File: config.mk
export PLATFORM = sky130hd
export DESIGN_NAME = interrupt_ctrl_flat
export DESIGN_NICKNAME = d
export VERILOG_FILES = /design/src/rtl/interrupt_ctrl_if.sv /design/src/rtl/interrupt_ctrl.sv /design/src/flat_wrapper.sv
export SDC_FILE = /design/constraint.sdc
export NUM_CORES = 1
export LEC_CHECK = 0
export ABC_AREA = 1
export BUFFER_PORTS_ARGS = -buffer_cell sky130_fd_sc_hd__buf_2
export CAP_MARGIN = 20
export CORE_MARGIN = 4
export CORE_UTILIZATION = 35
export DETAILED_ROUTE_END_ITERATION = 10
export PLACE_DENSITY = 0.74
export SLEW_MARGIN = 30
export SYNTH_ARGS = -nofsm -noshare
export SYNTH_HDL_FRONTEND = slang
export SYNTH_SLANG_ARGS = --single-unit
export TNS_END_PERCENT = 10
File: constraint.sdc
create_clock -name clk -period 1.6 [get_ports clk]
set_input_delay 0.16 -clock clk [delete_from_list [all_inputs] [get_ports clk]]
set_output_delay 0.16 -clock clk [all_outputs]
set_load 0.1 [all_outputs]
File: src/rtl/interrupt_ctrl_if.sv
// rtl/interrupt_ctrl_if.sv - CPU bus and interrupt dispatch handshake between CPU core and interrupt_ctrl
interface interrupt_ctrl_if;
    logic [15:0] a;
    logic [7:0]  din;
    logic [7:0]  dout;
    logic        rd;
    logic        wr;
    logic        int_req;
    logic [7:0]  int_vector;
    logic        int_cpu_ack;

    modport master (
        output a, din, rd, wr, int_cpu_ack,
        input  dout, int_req, int_vector
    );

    modport slave (
        input  a, din, rd, wr, int_cpu_ack,
        output dout, int_req, int_vector
    );
endinterface

File: src/rtl/interrupt_ctrl.sv
// rtl/interrupt_ctrl.sv - IF/IE registers, source capture with ack pulses, priority arbiter and dispatch FSM
module interrupt_ctrl #(
    parameter logic [15:0] IF_ADDR     = 16'hFF0F,
    parameter logic [15:0] IE_ADDR     = 16'hFFFF,
    parameter logic [7:0]  VECTOR_BASE = 8'h40,
    parameter logic [7:0]  VECTOR_STEP = 8'h08
) (
    input  logic                  clk,
    input  logic                  rst,
    interrupt_ctrl_if.slave       bus,
    input  logic [4:0]            irq_src,
    output logic [4:0]            irq_ack
);

    typedef enum logic [1:0] {IDLE, ARMED, HOLD} state_t;

    state_t      state_q, state_d;
    logic [4:0]  if_q, if_d;
    logic [7:0]  ie_q, ie_d;
    logic [4:0]  ack_q, ack_d;
    logic        int_req_q, int_req_d;
    logic [7:0]  vec_q, vec_d;

    logic [4:0]  set;
    logic [4:0]  clr;
    logic [4:0]  pend;
    logic [4:0]  win_oh;
    logic [2:0]  win_idx;
    logic [7:0]  win_vec;
    logic        if_wr;
    logic        ie_wr;
    logic        unused_rd;

    assign unused_rd = bus.rd;
    assign if_wr     = bus.wr && (bus.a == IF_ADDR);
    assign ie_wr     = bus.wr && (bus.a == IE_ADDR);

    // Masking with the previous ack keeps a held level from being captured on back-to-back cycles.
    assign set   = irq_src & ~ack_q;
    assign ack_d = set;
    assign pend  = if_q & ie_q[4:0];

    always_comb begin
        win_idx = 3'd0;
        win_oh  = 5'd0;
        for (int i = 4; i >= 0; i--) begin
            if (pend[i]) begin
                win_idx = i[2:0];
                win_oh  = 5'(1 << i);
            end
        end
        win_vec = VECTOR_BASE + VECTOR_STEP * {5'd0, win_idx};
    end

    always_comb begin
        state_d   = state_q;
        int_req_d = int_req_q;
        vec_d     = vec_q;
        clr       = 5'd0;
        case (state_q)
            IDLE: begin
                int_req_d = 1'b0;
                if (pend != 5'd0) begin
                    state_d   = ARMED;
                    int_req_d = 1'b1;
                    vec_d     = win_vec;
                end
            end
            ARMED: begin
                if (bus.int_cpu_ack) begin
                    clr       = win_oh;
                    int_req_d = 1'b0;
                    state_d   = HOLD;
                end else if (pend == 5'd0) begin
                    int_req_d = 1'b0;
                    state_d   = IDLE;
                end else begin
                    int_req_d = 1'b1;
                    vec_d     = win_vec;
                end
            end
            HOLD: begin
                int_req_d = 1'b0;
                state_d   = IDLE;
            end
            default: begin
                int_req_d = 1'b0;
                state_d   = IDLE;
            end
        endcase
    end

    // A new capture outranks both a CPU write and a dispatch clear in the same cycle.
    always_comb begin
        if_d = ((if_wr ? bus.din[4:0] : if_q) & ~clr) | set;
        ie_d = ie_wr ? bus.din : ie_q;
    end

    always_ff @(posedge clk or posedge rst) begin
        if (rst) begin
            state_q   <= IDLE;
            if_q      <= 5'd0;
            ie_q      <= 8'd0;
            ack_q     <= 5'd0;
            int_req_q <= 1'b0;
            vec_q     <= VECTOR_BASE;
        end else begin
            state_q   <= state_d;
            if_q      <= if_d;
            ie_q      <= ie_d;
            ack_q     <= ack_d;
            int_req_q <= int_req_d;
            vec_q     <= vec_d;
        end
    end

    always_comb begin
        if (bus.a == IF_ADDR)
            bus.dout = {3'b111, if_q};
        else if (bus.a == IE_ADDR)
            bus.dout = ie_q;
        else
            bus.dout = 8'hFF;
    end

    assign bus.int_req    = int_req_q;
    assign bus.int_vector = vec_q;
    assign irq_ack        = ack_q;

endmodule

File: src/flat_wrapper.sv
// flat-port wrapper written by rule: the top's interface ports become plain ports
module interrupt_ctrl_flat 
#(
    parameter logic [15:0] IF_ADDR     = 16'hFF0F,
    parameter logic [15:0] IE_ADDR     = 16'hFFFF,
    parameter logic [7:0]  VECTOR_BASE = 8'h40,
    parameter logic [7:0]  VECTOR_STEP = 8'h08
)
  (clk, rst, irq_src, irq_ack, bus_a, bus_din, bus_rd, bus_wr, bus_int_cpu_ack, bus_dout, bus_int_req, bus_int_vector);
  interrupt_ctrl_if bus_i ();
  input  logic clk;
  input  logic rst;
  input  logic [4:0] irq_src;
  output logic [4:0] irq_ack;
  input wire logic [$bits(bus_i.a)-1:0] bus_a;
  input wire logic [$bits(bus_i.din)-1:0] bus_din;
  input wire logic [$bits(bus_i.rd)-1:0] bus_rd;
  input wire logic [$bits(bus_i.wr)-1:0] bus_wr;
  input wire logic [$bits(bus_i.int_cpu_ack)-1:0] bus_int_cpu_ack;
  output wire logic [$bits(bus_i.dout)-1:0] bus_dout;
  output wire logic [$bits(bus_i.int_req)-1:0] bus_int_req;
  output wire logic [$bits(bus_i.int_vector)-1:0] bus_int_vector;
  assign bus_i.a = bus_a;
  assign bus_i.din = bus_din;
  assign bus_i.rd = bus_rd;
  assign bus_i.wr = bus_wr;
  assign bus_i.int_cpu_ack = bus_int_cpu_ack;
  assign bus_dout = bus_i.dout;
  assign bus_int_req = bus_i.int_req;
  assign bus_int_vector = bus_i.int_vector;
  interrupt_ctrl #(.IF_ADDR(IF_ADDR), .IE_ADDR(IE_ADDR), .VECTOR_BASE(VECTOR_BASE), .VECTOR_STEP(VECTOR_STEP)) u_core (.clk(clk), .rst(rst), .bus(bus_i), .irq_src(irq_src), .irq_ack(irq_ack));
endmodule
**Word-level counts from Yosys, hierarchy flattened**

Cells that the tools add are included.
Widths: inputs -> output; s select.

- Flip-flop bits (word level): 29
- Latch bits: 0
- Memory bits (writable): 0
- Memory bits (read-only): 0
- Input port bits: 34
- Output and inout port bits: 22
- Logic and storage cells: 55
- Memories kept: 0

- $add $sub $neg: 1
- Multiply operators: 0
- Divide/modulo/power cells: 0
- Order comparisons: 0
- Equal/unequal tests: 7
- Shift operators: 0
- Multiplexer cells: 27
- Bitwise gates (word level): 6
- Reduce and logical (&&, ||, !) cells: 8

Operator list:

| kind | count |
|---|---|
| $mux 5 | 8 |
| $mux 8 | 5 |
| $eq 16x16->1 const B | 2 |
| $pmux 8 s2 | 1 |
| $and 5x5->5 | 3 |
| $mux 3 | 5 |
| $not 5->5 | 2 |
| $add 7x6->8 const A | 1 |
| $mux 2 | 3 |
| $logic_not 5->1 | 1 |
| $or 5x5->5 | 1 |
| $reduce_bool 5->1 | 1 |
| $ne 2x2->1 const B | 2 |
| $pmux 2 s2 | 1 |
| $reduce_and 4->1 | 1 |
| $mux 1 | 3 |
| $ne 3x2->1 const B | 1 |
| $eq 2x1->1 const B | 1 |
| $logic_and 1x1->1 | 2 |
| $logic_not 2->1 | 1 |
| $ne 2x1->1 const B | 1 |
| $pmux 1 s2 | 1 |
| $reduce_and 2->1 | 1 |
| $reduce_bool 2->1 | 1 |

**Depth between registers and ports, before layout**

- Word-level depth: 11
- Depth in mapped cells: 9
- Mapped depth without buffers: 8

**Least setup slack after synthesis**

Ideal clock, no wire load.

- Kind: input -> output
- From: in bus_a[14]
- To: out bus_dout[5]
- Arrival time: 1310 ps
- Required time: 1440 ps
- Path slack: 130 ps
- Cell stages on the path: 8
- Path buffers: 1
- Path through: nand2_1 > inv_2 > nand2_2 > nor2_8 > nand3_4 > buf_6 > inv_2 > nand2_1

- Word-level cells in the longest chain between the ends: 3
- Elaborated cells on any way between the ends: 4
- Classes of those cells: eq/ne (2); mux (2)

Ends and longest elaborated chain:

| what | RTL line | text |
|---|---|---|
| start, declared | flat_wrapper.sv:15 | `input wire logic [$bits(bus_i.a)-1:0] bus_a;` |
| $eq 16x16->1 | interrupt_ctrl.sv:120 | `else if (bus.a == IE_ADDR)` |
| $mux 8 | interrupt_ctrl.sv:120 |  |
| $mux 8 (*) | interrupt_ctrl.sv:118 | `if (bus.a == IF_ADDR)` |
| end, declared | flat_wrapper.sv:20 | `output wire logic [$bits(bus_i.dout)-1:0] bus_dout;` |

Mark *: on every way between the ends. The rest lies on a longest branch, timed or not.

**Worst setup path after layout**

- From: in bus_a[13]
- To: out bus_dout[2]

Same word-level chain as after synthesis.

==> results_dict.tcl <==
set metrics [dict create \
    outcome "finished clean" \
    path_clk_slew_ns 0.08 \
    drt_iter0_drc 23 \
    yosysWarnings 0 \
    synth-edff-count 0 \
    clock_sinks 24 \
    worstPathMaxFanout 12 \
    setup-violations-final 0 \
    synth.area.top_cells "dfrtp_1, nand2_1, inv_1, nand3_1, o21ai_1" \
    post_cts_resized 0 \
    pin_count 56 \
    cts_hold_buffers 1 \
    cts_tree "built" \
    holdWs_ns 0.100 \
    area_growth_pct 30.2 \
    seqCellArea_um2 601 \
    vias 1193 \
    period_needed_ns 1.47 \
    multi_input_area_um2 507 \
    dieHeight_um 69.4 \
    async_flop_share_pct 100 \
    drv_cap 0 \
    post-route-util_pct 46.9 \
    preCtsSetupSlack_ns 0.113 \
    gp_congestion 0.852 \
    path_cells "buf_2, nand2_1, inv_2, nand2_2, nor2_8, nand3_4, o22ai_1, inv_1, buf_2" \
    grt_util_all_layers_pct 12.0 \
    coreArea_mm2 0.00366 \
    final.period_utilization_pct 91.6 \
    synth-seq-cells 24 \
    dieWidth_um 69.4 \
    synth_top_area_share_pct 45.6 \
    n_fill_cell 380 \
    vias_per_cell 4.32 \
    cp.required_ns 1.44 \
    clock_latency_ns 0.26 \
    grt_pass1_wl_um 4840 \
    worst_ir_drop_vdd_mv 0.638 \
    io_buffer_count 49 \
    clockBufferDepth 2 \
    power_leakage_nw 1.01 \
    route.detailed.drc 0 \
    grt_pass1_vias 1148 \
    synthCells 176 \
    htree_levels 1 \
    rows 22 \
    antenna_found_initial 0 \
    synth.most_common_cell "nand2_1" \
    numCtsBuffers 3 \
    globalRouteOverflowTotal 0 \
    synth_top_area_cell "dfrtp_1" \
    nets 263 \
    dieArea_mm2 0.00481 \
    yosysSeqAreaShare_pct 45.6 \
    syn_area_per_cell_um2 7.49 \
    wl_um 2750 \
    root_buffer "clkbuf_8" \
    hpwlAfterDp_um 2200 \
    ys_types 21 \
    detail_route.wl_per_cell_um 9.95 \
    hold_violations 0 \
    ant_nets 0 \
    max_stage_delay_ns 0.29 \
    setup_ws_ns 0.134 \
    startpoint_type "input port" \
    post_cts.repair.setup_buffers 0 \
    drive_gt1_share_pct 31.6 \
    fmaxAchievable_mhz 682 \
    worstSetupEndpointType "output pin" \
    fin_tns_setup_ns 0 \
    hp-class "in2reg" \
    clock_skew_ns 0.00216 \
    synth_area_mm2 0.00132 \
    rsz0062_at_grt "false" \
    synth-main-ff-cell "dfrtp_1" \
    crit_arrival_ns 1.31 \
    drv_slew 0 \
    grt_max_degree 25 \
    crit_slowest_cell "buf_2" \
    cpMostUsedCell "buf_2" \
    antenna-diode-count 0 \
    powerDensity_mw_per_mm2 789 \
    synthTopCellsByCount "nand2_1, inv_1, dfrtp_1, nor2_1" \
    worstSetupPathType "in2out" \
    power_mw 1.35 \
    dr.pass1.iters 4 \
    start_util_pct 36.0 \
]
-- layer usage --
layer / track usage [%] / wire length [um] / up-vias
li1: - / - / 629
met2: 20.9 / 1290 / 41
met1: 15.0 / 1250 / 521
met3: 4.35 / 202 / 2
met5: 0 / 0 / -
met4: 0.651 / 4 / 0
-- layout make-up --
type                       count  share of cell area (%)
multi-input combinational    105                    29.5
inverter                      43                    9.41
tap                           48                    3.50
clock buffer                   3                    2.41
timing repair buffer          52                    18.4
clock inverter                 1                    1.75
sequential                    24                    35.0
-- per-stage QoR --
step | cells | area (um2)
6_report | 276 | 1720
5_1_grt | 276 | 1720
4_1_cts | 276 | 1720
3_5_place_dp | 271 | 1630
3_3_place_gp | 271 | 1630
2_1_floorplan | 179 | 1330
-- logic make-up after synthesis --
group / after synthesis / share of synthesized area [%]
AND/OR/NAND/NOR: 83 / 30.1
AO/OA/AOI/OAI: 17 / 6.93
flip-flops: 24 / 45.6
other: 2 / 0.570
buffers and inverters: 50 / 16.8
-- sequential cells by signal (all words and copies together), names as in the netlist --
signal,cells
u_core.bus.int_vector,3
u_core.bus.int_req,1
u_core.if_q,5
u_core.irq_ack,5
u_core.ie_q,8
u_core.state_q,2
-- critical path, delay by kind of cell --
kind | cells | cell delay [ns]
simple gates | 4 | 0.49
compound gates | 1 | 0.19
buf+inv | 4 | 0.47
-- cells in the final DEF (no fill, tap or decap) --
master / count
a21oi_1: 1
inv_2: 10
nor2_2: 1
nand3_2: 1
nand2_2: 1
o21ai_0: 1
nand4_2: 1
clkbuf_8: 3
nand3_1: 10
o21ai_1: 10
buf_4: 2
dfrtp_1: 24
buf_2: 46
nor2_4: 1
dlygate4sd3_1: 1
buf_12: 3
nand4_1: 6
bufinv_16: 1
conb_1: 5
nor2_8: 1
nand2_1: 49
nand3_4: 1
inv_1: 33
nor2_1: 11
o22ai_1: 5
-- worst paths after layout --
kind | start | slack [ns] | cells past startpoint | to
max in group asynchronous | rst | 0.88 | 4 | u_core.if_q[3]$_DFF_PP0_
setup reg to reg | u_core.if_q[0]$_DFF_PP0_ | 0.34 | 7 | u_core.bus.int_vector[3]$_DFFE_PP0P_
hold / removal | irq_src[0] | 0.10 | 3 | u_core.irq_ack[0]$_DFF_PP0_
hold reg to reg | u_core.irq_ack[4]$_DFF_PP0_ | 0.43 | 1 | u_core.irq_ack[4]$_DFF_PP0_
min in group asynchronous | rst | 0.48 | 4 | u_core.ie_q[4]$_DFFE_PP0P_
setup / recovery | bus_a[13] | 0.13 | 9 | bus_dout[2]
-- power breakdown --
group,switching [mW],internal [mW],total (mW)
registers,0.00407,0.615,0.619
logic,0.168,0.0464,0.214
clock network,0.187,0.334,0.521
total,0.359,0.995,1.35
No activity file was read; power rests on OpenSTA's default activity.
